<file path="src/rtl/score_display_mux.sv">
// Saturating score counter with a sequential double-dabble BCD converter and a
// time-multiplexed, leading-zero-blanked common-anode seven-segment driver.
module score_display_mux #(
    parameter int SCORE_WIDTH = 8,
    parameter int DIGITS      = 4,
    parameter int REFRESH_DIV = 100000,
    parameter int WIN_SCORE   = 10
) (
    input  logic                   CLK,
    input  logic                   RESET,
    input  logic                   INC,
    input  logic                   CLR,
    output logic [SCORE_WIDTH-1:0] SCORE,
    output logic                   WIN,
    output logic                   BCD_VALID,
    output logic [DIGITS-1:0]      SEG_SELECT,
    output logic [7:0]             HEX_OUT
);

    localparam int BCD_W = 4 * DIGITS;
    localparam int IDX_W = (DIGITS > 1) ? $clog2(DIGITS) : 1;
    localparam int REF_W = (REFRESH_DIV > 1) ? $clog2(REFRESH_DIV) : 1;
    localparam int CNT_W = $clog2(SCORE_WIDTH + 1);

    localparam logic [SCORE_WIDTH-1:0] SCORE_MAX   = '1;
    localparam logic [REF_W-1:0]       REF_LAST    = REF_W'(REFRESH_DIV - 1);
    localparam logic [IDX_W-1:0]       IDX_LAST    = IDX_W'(DIGITS - 1);
    localparam logic [CNT_W-1:0]       SHIFT_LAST  = CNT_W'(SCORE_WIDTH - 1);
    localparam logic [32:0]            WIN_THR     = 33'(WIN_SCORE);
    localparam logic                   WIN_AT_ZERO = (WIN_SCORE == 32'sd0);

    typedef enum logic [1:0] {
        IDLE  = 2'd0,
        LOAD  = 2'd1,
        SHIFT = 2'd2,
        DONE  = 2'd3
    } conv_state_t;

    conv_state_t            state_r;
    logic [SCORE_WIDTH-1:0] score_r;
    logic                   win_r;
    logic                   bcd_valid_r;
    logic [SCORE_WIDTH-1:0] snap_r;
    logic [SCORE_WIDTH-1:0] bin_sh_r;
    logic [BCD_W-1:0]       bcd_sh_r;
    logic [BCD_W-1:0]       disp_r;
    logic [SCORE_WIDTH-1:0] last_r;
    logic [CNT_W-1:0]       shift_cnt_r;
    logic [REF_W-1:0]       ref_cnt_r;
    logic [IDX_W-1:0]       idx_r;
    logic [DIGITS-1:0]      seg_select_r;
    logic [7:0]             hex_out_r;

    logic [SCORE_WIDTH-1:0] score_nxt_s;
    logic                   ref_wrap_s;
    logic [IDX_W-1:0]       idx_nxt_s;
    logic [BCD_W-1:0]       disp_nxt_s;

    function automatic logic [BCD_W-1:0] dabble_adjust(input logic [BCD_W-1:0] bcd);
        logic [BCD_W-1:0] res;
        res = bcd;
        for (int i = 0; i < DIGITS; i++) begin
            res[i*4 +: 4] = (bcd[i*4 +: 4] >= 4'd5) ? (bcd[i*4 +: 4] + 4'd3) : bcd[i*4 +: 4];
        end
        return res;
    endfunction

    function automatic logic [7:0] seven_seg(input logic [3:0] nib);
        logic [7:0] pat;
        case (nib)
            4'd0:    pat = 8'hC0;
            4'd1:    pat = 8'hF9;
            4'd2:    pat = 8'hA4;
            4'd3:    pat = 8'hB0;
            4'd4:    pat = 8'h99;
            4'd5:    pat = 8'h92;
            4'd6:    pat = 8'h82;
            4'd7:    pat = 8'hF8;
            4'd8:    pat = 8'h80;
            4'd9:    pat = 8'h90;
            default: pat = 8'hFF;
        endcase
        return pat;
    endfunction

    // A digit above position 0 is blank when it and every digit above it are zero.
    function automatic logic [7:0] digit_pattern(input logic [IDX_W-1:0] sel,
                                                 input logic [BCD_W-1:0] bcd);
        logic [3:0] nib;
        logic       upper_zero;
        nib        = bcd[{sel, 2'b00} +: 4];
        upper_zero = 1'b1;
        for (int i = 0; i < DIGITS; i++) begin
            upper_zero = upper_zero & ((IDX_W'(i) < sel) | (bcd[i*4 +: 4] == 4'd0));
        end
        return ((sel != '0) && upper_zero) ? 8'hFF : seven_seg(nib);
    endfunction

    // Next score: clear wins over increment, increment saturates at all-ones.
    always_comb begin
        score_nxt_s = score_r;
        if (CLR) begin
            score_nxt_s = '0;
        end else if (INC && (score_r != SCORE_MAX)) begin
            score_nxt_s = score_r + SCORE_WIDTH'(1);
        end else begin
            score_nxt_s = score_r;
        end
    end

    // Next digit index and next displayed BCD, so the outputs can be registered in step.
    always_comb begin
        ref_wrap_s = (ref_cnt_r == REF_LAST);
        idx_nxt_s  = idx_r;
        if (ref_wrap_s) begin
            if (idx_r == IDX_LAST) begin
                idx_nxt_s = '0;
            end else begin
                idx_nxt_s = idx_r + IDX_W'(1);
            end
        end else begin
            idx_nxt_s = idx_r;
        end
        disp_nxt_s = (state_r == DONE) ? bcd_sh_r : disp_r;
    end

    // Score and win flag registers.
    always_ff @(posedge CLK) begin
        if (RESET) begin
            score_r <= '0;
            win_r   <= WIN_AT_ZERO;
        end else begin
            score_r <= score_nxt_s;
            win_r   <= (33'(score_nxt_s) >= WIN_THR);
        end
    end

    // Converter FSM; IDLE looks at the next score so LOAD follows the score edge directly.
    always_ff @(posedge CLK) begin
        if (RESET) begin
            state_r     <= IDLE;
            snap_r      <= '0;
            bin_sh_r    <= '0;
            bcd_sh_r    <= '0;
            disp_r      <= '0;
            last_r      <= '0;
            shift_cnt_r <= '0;
            bcd_valid_r <= 1'b1;
        end else begin
            case (state_r)
                IDLE: begin
                    if (score_nxt_s != last_r) begin
                        state_r     <= LOAD;
                        bcd_valid_r <= 1'b0;
                    end else begin
                        state_r     <= IDLE;
                        bcd_valid_r <= 1'b1;
                    end
                end
                LOAD: begin
                    snap_r      <= score_r;
                    bin_sh_r    <= score_r;
                    bcd_sh_r    <= '0;
                    shift_cnt_r <= '0;
                    bcd_valid_r <= 1'b0;
                    state_r     <= SHIFT;
                end
                SHIFT: begin
                    {bcd_sh_r, bin_sh_r} <= {dabble_adjust(bcd_sh_r), bin_sh_r} << 1'b1;
                    shift_cnt_r          <= shift_cnt_r + CNT_W'(1);
                    bcd_valid_r          <= 1'b0;
                    if (shift_cnt_r == SHIFT_LAST) begin
                        state_r <= DONE;
                    end else begin
                        state_r <= SHIFT;
                    end
                end
                DONE: begin
                    disp_r      <= bcd_sh_r;
                    last_r      <= snap_r;
                    bcd_valid_r <= (score_nxt_s == snap_r);
                    state_r     <= IDLE;
                end
                default: begin
                    state_r     <= IDLE;
                    bcd_valid_r <= 1'b0;
                end
            endcase
        end
    end

    // Refresh counter, digit index and registered digit/segment drive.
    always_ff @(posedge CLK) begin
        if (RESET) begin
            ref_cnt_r    <= '0;
            idx_r        <= '0;
            seg_select_r <= ~(DIGITS'(1'b1));
            hex_out_r    <= 8'hC0;
        end else begin
            ref_cnt_r    <= ref_wrap_s ? '0 : (ref_cnt_r + REF_W'(1));
            idx_r        <= idx_nxt_s;
            seg_select_r <= ~(DIGITS'(1'b1) << idx_nxt_s);
            hex_out_r    <= digit_pattern(idx_nxt_s, disp_nxt_s);
        end
    end

    assign SCORE      = score_r;
    assign WIN        = win_r;
    assign BCD_VALID  = bcd_valid_r;
    assign SEG_SELECT = seg_select_r;
    assign HEX_OUT    = hex_out_r;

endmodule

</file>
<file path="config.mk">
export PLATFORM = sky130hd
export DESIGN_NAME = score_display_mux
export DESIGN_NICKNAME = d
export VERILOG_FILES = /design/src/rtl/score_display_mux.sv
export SDC_FILE = /design/constraint.sdc
export NUM_CORES = 1
export LEC_CHECK = 0
export CAP_MARGIN = 25
export CORE_MARGIN = 2
export CORE_UTILIZATION = 40
export CTS_BUF_LIST = sky130_fd_sc_hd__clkbuf_16
export CTS_CLUSTER_SIZE = 14
export DETAILED_ROUTE_END_ITERATION = 10
export SLEW_MARGIN = 20
export SYNTH_ARGS = -nofsm -noshare
export SYNTH_HDL_FRONTEND = slang
export SYNTH_SLANG_ARGS = --single-unit
</file>
<file path="constraint.sdc">
create_clock -name CLK -period 6.7 [get_ports CLK]
set_clock_uncertainty 0.05 [all_clocks]
set_input_delay 2.01 -clock CLK [delete_from_list [all_inputs] [get_ports CLK]]
set_output_delay 2.01 -clock CLK [all_outputs]
set_load 0.01 [all_outputs]
</file>
Word level (Yosys, flattened, before mapping)
Memory sizes are Yosys's and may differ from the RTL's.
Cells that the tools add are included.
{"block": "classes", "n_reduce_logical": 12, "shifts": 2, "order_cmp": 9, "eq_ne": 9, "bitwise_logic": 8, "n_mux": 18, "addsub": 8}
{"op": "$pmux 16 s2", "count": 1}
{"op": "$add 17x1->17 const B", "count": 1}
{"op": "$eq 17x17->1 const B", "count": 1}
{"op": "$ge 4x3->1 const B", "count": 4}
{"op": "$logic_not 4->1", "count": 4}
{"op": "$mux 16", "count": 1}
{"op": "$mux 8", "count": 2}
{"op": "$pmux 8 s2", "count": 1}
{"op": "$shiftx 16x5->4", "count": 1}
{"op": "$add 4x2->4 const B", "count": 3}
{"op": "$mux 4", "count": 3}
{"op": "$add 8x1->8 const B", "count": 1}
{"op": "$eq 8x8->1", "count": 1}
{"op": "$ge 8x4->1 const B", "count": 1}
{"op": "$ne 8x8->1", "count": 1}
{"op": "$ne 8x8->1 const B", "count": 1}
{"op": "$pmux 2 s4", "count": 1}
{"op": "$pmux 4 s2", "count": 1}
{"op": "$eq 2x2->1 const B", "count": 3}
{"op": "$mux 6", "count": 1}
{"op": "$reduce_or 2->1", "count": 3}
{"op": "$add 4x1->4 const B", "count": 1}
{"op": "$eq 4x3->1 const B", "count": 1}
{"op": "$lt 1x2->1 const A", "count": 2}
{"op": "15 further kinds", "count": 26}
{"block": "word_totals", "output_inout_bits": 22, "mem_count": 1, "wordCells": 82, "in_bits": 4, "romBits": 112, "regBits": 103}
{"name": "(name not given)", "depth": 16, "width": 7, "rd": 1, "rd_ports_with_merged_regs": 0, "write_ports": 0, "line_no": "70", "rtl": "case (nib)"}

Logic depth before layout (Yosys ltp)
Gate-level depths: netlist of run 1.
{"block": "logic_depth", "word_depth": 10, "ltp_mapped": 12, "depth_no_buf": 11}

Worst setup path before layout of run 1
No wires, ideal clock.
{"block": "synth_path", "kind": "input to register", "startpoint": "in INC", "endpoint": "reg bcd_valid_r (netlist: BCD_VALID)", "required_time_ns": 6.520, "n_path_buf": 0, "path_stages": 7, "setup_slack_ns": 3.210, "t_arrival_ns": 3.310, "cell_sequence": "and4_1 -> o211ai_1 -> xor2_1 -> or2_2 -> o2111a_1 -> a41oi_1 -> o41ai_1"}
{"block": "synth_via", "elab_chain_len": 6, "elab_cells_between_ends": 7, "cone_classes": "2 x eq/ne; 4 x mux; 1 x reduce/logical"}
{"element": "start, declared", "line_no": "11", "rtl": "input logic INC,"}
{"element": "$logic_and 1x1->1 (*)", "line_no": "104", "rtl": "end else if (INC && (score_r != SCORE_MAX)) begin"}
{"element": "$mux 8 (*)", "line_no": "104"}
{"element": "$mux 8 (*)", "line_no": "102", "rtl": "if (CLR) begin"}
{"element": "$ne 8x8->1", "line_no": "152", "rtl": "if (score_nxt_s != last_r) begin"}
{"element": "$mux 1", "line_no": "152"}
{"element": "$pmux 1 s3 (*)", "line_no": "150", "rtl": "case (state_r)"}
{"element": "end signal, assigned", "line_no": "181", "rtl": "bcd_valid_r <= (score_nxt_s == snap_r);"}
{"element": "end, declared", "line_no": "42", "rtl": "logic bcd_valid_r;"}
Mark *: on every way between the ends. The rest lies on a longest branch, timed or not.
A chain may end at the register's enable or synchronous reset.

Worst setup path in the final report of run 1
Same ends and word-level chain as after synthesis.

==> results.ini, run 1 <==
[synth]
async_flop_share_pct = 0
ys_top_cells_by_count = dfxtp_1, nor2_1, mux2i_1
ys.flop_type = dfxtp_1
netlist_area_um2 = 4990
yosys_warnings = 0
ys_types = 63
synth-seq-area-share_pct = 40.9
syn-num-nets = 568
synth_seq_cells = 102
synth_area_leaders = dfxtp_1, mux2i_1, nor2_1
synth-edff-count = 0
synthCells = 543
synth_most_common_cell = dfxtp_1
syn_area_per_cell_um2 = 9.20
synth_top_area_cell = dfxtp_1
synth_top_area_share_pct = 40.9

[setup_path]
crit_required_ns = 6.88
endpoint_kind = flop
cp_num_buf_inv = 1
worstRegToRegCells = 11
crit_family = compound AO/OA/AOI/OAI gates
cp-start-kind = input port
crit_arrival_ns = 4.07
crit_path_top_delay_cell = clkdlybuf4s50_1
worstReg2RegStart = ref_cnt_r[0]
slowest_delay_ns = 0.55
worstSetupPathType = input port to flop
path_cells = clkdlybuf4s50_1, and4_1, o211ai_1, xor2_1, or2_2, o2111a_1, a41oi_1, o41ai_1
timing.rr.end = HEX_OUT[6]
rrSetupSlack_ns = 2.81
path_max_fanout = 6

[floorplanning]
die_w_um = 116
rows = 40
core_um2 = 12100
die_area_um2 = 13400
ios = 26
start_util_pct = 41.2
dieHeight_um = 116

[power]
worst_ir_drop_vdd_mv = 0.149
leakagePower_nw = 1.95
clkPwrFrac_pct = 34.4
switching_share_pct = 28.1
p_switching_uw = 377
pwr-share-comb_pct = 16.6
internal-power_uw = 964
seqPwrFrac_pct = 49.0
powerDensity_nw_per_um2 = 240

[clocking]
root_buffer = clkbuf_16
cts_sinks = 102
cts_setup_buffers = 0
cts_resized = 0
clock_latency_ns = 0.35
htree_num_levels = 3
numCtsBuffers = 9
hold_buffers = 0
clk_pin_slew_worst_paths_ns = 0.06
cts_tree = built
clockBufferDepth = 2

[hold_path]
hold_class = flop to flop
hold_depth = 1
hold_path_startpoint = ref_cnt_r[0]
whs_endpoint = ref_cnt_r[0]

[global_routing]
antenna_found_initial = 0
grt_usage_pct = 16.2
grt_pass1_vias = 3681
grt-ovfl-total = 0
grt_pass1_wl_um = 17200
grt_start_max_net_pins = 51

[cells_and_area]
stdcell_count = 729
fin_nets = 582
diodes = 0
drive_gt1_share_pct = 5.88
syn_to_final_growth_pct = 11.7
utilization_pct = 46.1

[sta]
min_period_ns = 3.90
min_period_over_period_pct = 58.2
fmax_mhz = 257
tightest_slew_ns = 0.752
finalSetupViolations = 0
drv_slew = 0
rsz0062_at_grt = false
fin_tns_setup_ns = 0
slew-limit-headroom_pct = 49.9
hold_violations = 0

[routing]
met1_length_um = 4860
dr_wl_met3_um = 534
highest_layer = met4
drt_iter0_drc = 223
wl_met2_um = 4830
drcViolationCount = 0
via_count = 3838
drtPass1Iterations = 6
vias_per_cell = 5.26
ant_nets = 0
drt-wirelength-per-cell_um = 14.1
wirelength_um = 10300

[placement]
port_buffers = 24
placed_cells = 713
dp_hpwl_um = 7180
gp_congestion = 0.952

[job]
cap_violations = 0

[status]
status = completed

## area by class of cell
| class | count | area (um2) |
|---|---|---|
| inverters | 22 | 82.6 |
| fillers | 1198 | 6530 |
| clock buffers | 9 | 225 |
| well taps | 168 | 210 |
| flip-flops and latches | 102 | 2040 |
| repair buffers | 27 | 258 |
| multi-input cells | 395 | 2730 |
| clock inverters | 6 | 31.3 |
## registers in the layout, summed over array words and instances (netlist names), 7 cells and up
register and count:
disp_r 16, bin_sh_r 8, snap_r 8, last_r 8, SCORE 8, ref_cnt_r 17, HEX_OUT 7, bcd_sh_r 16
## worst max-delay path by stage
stage,cells after the start,startpoint,to
final,8,INC,BCD_VALID
after global routing,11,ref_cnt_r[0],HEX_OUT[6]
after CTS,8,INC,BCD_VALID
after detailed placement,8,INC,BCD_VALID
after global placement,8,INC,BCD_VALID
after floorplan,7,INC,BCD_VALID
## per-layer routing
layer | vias up | global-route usage, %
met3 | 10 | 5.96
met4 | 0 | 4.76
met2 | 80 | 26.1
li1 | 1932 | -
met5 | - | 0
met1 | 1816 | 20.4
## layout by cell type (no fill, tap or decap), types with 9 or more instances in the layout
cell type        instances
clkbuf_16                9
mux2i_1                 56
nor2_1                 100
nand3_1                 13
o21ai_0                 16
dfxtp_1                102
xor2_1                  17
a22oi_1                 10
xnor2_1                 15
ha_1                    21
clkdlybuf4s50_1         23
a211oi_1                10
nand2_1                 25
a21oi_1                 19
inv_1                   21
## through the flow
step | hold slack (ns) | setup slack (ns) | area (um2) | power, mW
floorplan | 0.380 | 3.21 | 4990 | 0.843
global placement | 0.394 | 2.54 | 5320 | 0.886
detailed placement | 0.407 | 2.45 | 5320 | 0.893
CTS | 0.422 | 2.82 | 5570 | 1.36
global route | 0.435 | 2.55 | 5580 | 1.42
finish | 0.416 | 2.80 | 5580 | 1.34
## kinds of logic (layout without fill, tap and decap cells)
kind of cell,after synthesis,in the layout,synth area share (%)
other,1,1,0.0751
adders and majority gates,21,21,5.26
buffers and inverters,46,64,4.43
and+or+nand+nor,189,189,17.6
DFF,102,102,40.9
muxes,64,64,13.9
AOI/OAI and AO/OA,88,88,12.3
xor gates and xnor gates,32,32,5.61
## power by group through the flow
stage	Clock, mW	Sequential, mW	Combinational [mW]
floorplan	0	0.666	0.177
global placement	0	0.669	0.217
detailed placement	0	0.670	0.223
CTS	0.482	0.657	0.223
global route	0.510	0.660	0.246
finish	0.461	0.657	0.223
No activity file was read; power rests on OpenSTA's default activity.
==> run 2: changes to the inputs <==
Clock period 6.7 ns to 3.7 ns, I/O delays scaled along.
==> run 2 against run 1 <==
Net effect: critical path depth up 3; setup slack worse by 2.4 ns; flip-flop and latch count unchanged; worst hold slack worse by 0.0060 ns.
==> results.ini, run 2 (synthesized netlist as in run 1, its figures left out) <==
[status]
status = completed

[clocking]
hold_buffers = 0  ; unchanged
cts_sinks = 102  ; unchanged
clock_latency_ns = 0.35  ; about the same
htree_num_levels = 3  ; unchanged
cts_resized = 0  ; unchanged
clockBufferDepth = 2  ; unchanged
numCtsBuffers = 9  ; unchanged
root_buffer = clkbuf_16
cts_tree = built
clk_pin_slew_worst_paths_ns = 0.06  ; about the same
cts_setup_buffers = 0  ; unchanged

[setup_path]
crit_required_ns = 3.88  ; -3.00 ns
worstSetupPathType = flop to flop
endpoint_kind = flop
crit_arrival_ns = 3.52  ; -0.55 ns
endpoint = HEX_OUT[6]
worstRegToRegCells = 11  ; unchanged
timing.rr.end = HEX_OUT[6]
path_max_fanout = 6  ; unchanged
worstReg2RegStart = ref_cnt_r[0]
critPathLaunch = ref_cnt_r[0]
cp-start-kind = flop
rrSetupSlack_ns = 0.37  ; -2.44 ns

[sta]
slew-limit-headroom_pct = 50.8  ; +0.96 points
finalSetupViolations = 0  ; unchanged
tightest_slew_ns = 0.730  ; -0.0220 ns
hold_violations = 0  ; unchanged
min_period_ns = 3.33
fin_tns_setup_ns = 0  ; unchanged
fmax_mhz = 300
rsz0062_at_grt = false
min_period_over_period_pct = 90.1
drv_slew = 0  ; unchanged

[routing]
drt_iter0_drc = 230  ; +3.1%
wirelength_um = 10600  ; +2.7%
vias_per_cell = 5.20  ; -1.3%
drcViolationCount = 0  ; unchanged
ant_nets = 0  ; unchanged
drt-wirelength-per-cell_um = 14.4  ; +1.8%
via_count = 3824  ; -0.36%
drtPass1Iterations = 4  ; -2

[cells_and_area]
diodes = 0  ; unchanged
fill_cells = 1182  ; -1.3%
final_cell_mix = dfxtp_1, nor2_1, mux2i_1
regMostFlops = ref_cnt_r
fin_nets = 588  ; +1.0%
syn_to_final_growth_pct = 13.9
final_common_cell = dfxtp_1
largest_reg_flops = 17  ; unchanged
drive_gt1_share_pct = 7.04  ; +1.2 points
top_regs = ref_cnt_r (17), bcd_sh_r (16), disp_r (16)

[power]
leakagePower_nw = 2.01  ; +3.5%
power_mw = 2.59  ; +93%
worst_ir_drop_vdd_mv = 0.239  ; +60%
powerDensity_nw_per_um2 = 456  ; +90%

[placement]
dp_hpwl_um = 7490  ; +4.2%
gp_congestion = 0.859  ; -9.7%
port_buffers = 24  ; unchanged

[hold_path]
hold_class = flop to flop

[global_routing]
grt_pass1_vias = 3534  ; -4.0%
grt_pass1_wl_um = 17500  ; +2.3%
grt-ovfl-total = 0  ; unchanged
grt_start_max_net_pins = 44  ; -14%
grt_usage_pct = 16.7  ; +0.48 points
antenna_found_initial = 0  ; unchanged

[floorplanning]
die_w_um = 116  ; unchanged
core_um2 = 12100  ; unchanged
die_area_um2 = 13400  ; unchanged
start_util_pct = 41.2  ; unchanged
ios = 26  ; unchanged
dieHeight_um = 116  ; unchanged
rows = 40  ; unchanged

[job]
cap_violations = 0  ; unchanged

==> run 2: cell count changes in the layout (fill, tap and decap cells not counted), sizes merged <==
cell      delta
clkinvlp     -2
bufinv       +2
inv          +1
buf          +6
==> run 2: metrics by stage <==
step	setup WS, ns	cells	cell area, um2	hold slack (ns)	util [%]
after floorplan	0.399	543	4990	0.380	-
after global placement	0.453	720	5380	0.394	44.4
after detailed placement	0.368	720	5380	0.401	44.4
after CTS	0.337	736	5690	0.416	47.0
after global routing	0.0718	736	5690	0.458	47.0
final	0.367	736	5690	0.410	47.0
==> run 2: routing by layer <==
layer	up-vias	part of all wire, %	global-route usage [%]
met5	-	0	0
met1	1822	48	22.5
met4	0	1.1	5.87
met2	55	47	26.1
li1	1940	-	-
met3	7	3.5	4.13
==> run 2: layout make-up <==
cell class	count	area (um2)	share of cell area, %
clock buffers	9	225	3.96
flip-flops and latches	102	2040	35.9
well taps	168	210	3.70
multi-input cells	395	2730	48.0
clock inverters	7	81.3	1.43
repair buffers	33	315	5.54
inverters	22	82.6	1.45
==> run 2: critical path, stage by stage, from the launching register on <==
cell,delay (ns)
dfxtp_1,0.37
ha_1,0.22
nand4_1,0.24
or4_1,0.71
mux2_4,0.41
mux2i_1,0.13
mux2i_1,0.20
clkinv_1,0.17
ha_1,0.21
a21boi_0,0.15
a2111oi_2,0.30
nor2_1,0.07
==> run 2: worst min-delay path by stage <==
stage	start	endpoint	cells past startpoint
after floorplan	ref_cnt_r[0]	ref_cnt_r[0]	1
after global placement	ref_cnt_r[0]	ref_cnt_r[0]	1
after detailed placement	ref_cnt_r[0]	ref_cnt_r[0]	1
after CTS	ref_cnt_r[0]	ref_cnt_r[0]	1
after global routing	ref_cnt_r[0]	ref_cnt_r[0]	1
final	ref_cnt_r[0]	ref_cnt_r[0]	1
==> run 2: where the power goes <==
group | internal, mW | leakage, nW | switching (mW)
Clock | 0.583 | 0.159 | 0.393
Combinational | 0.155 | 1.03 | 0.269
Sequential | 1.15 | 0.824 | 0.0353
Total | 1.89 | 2.01 | 0.698
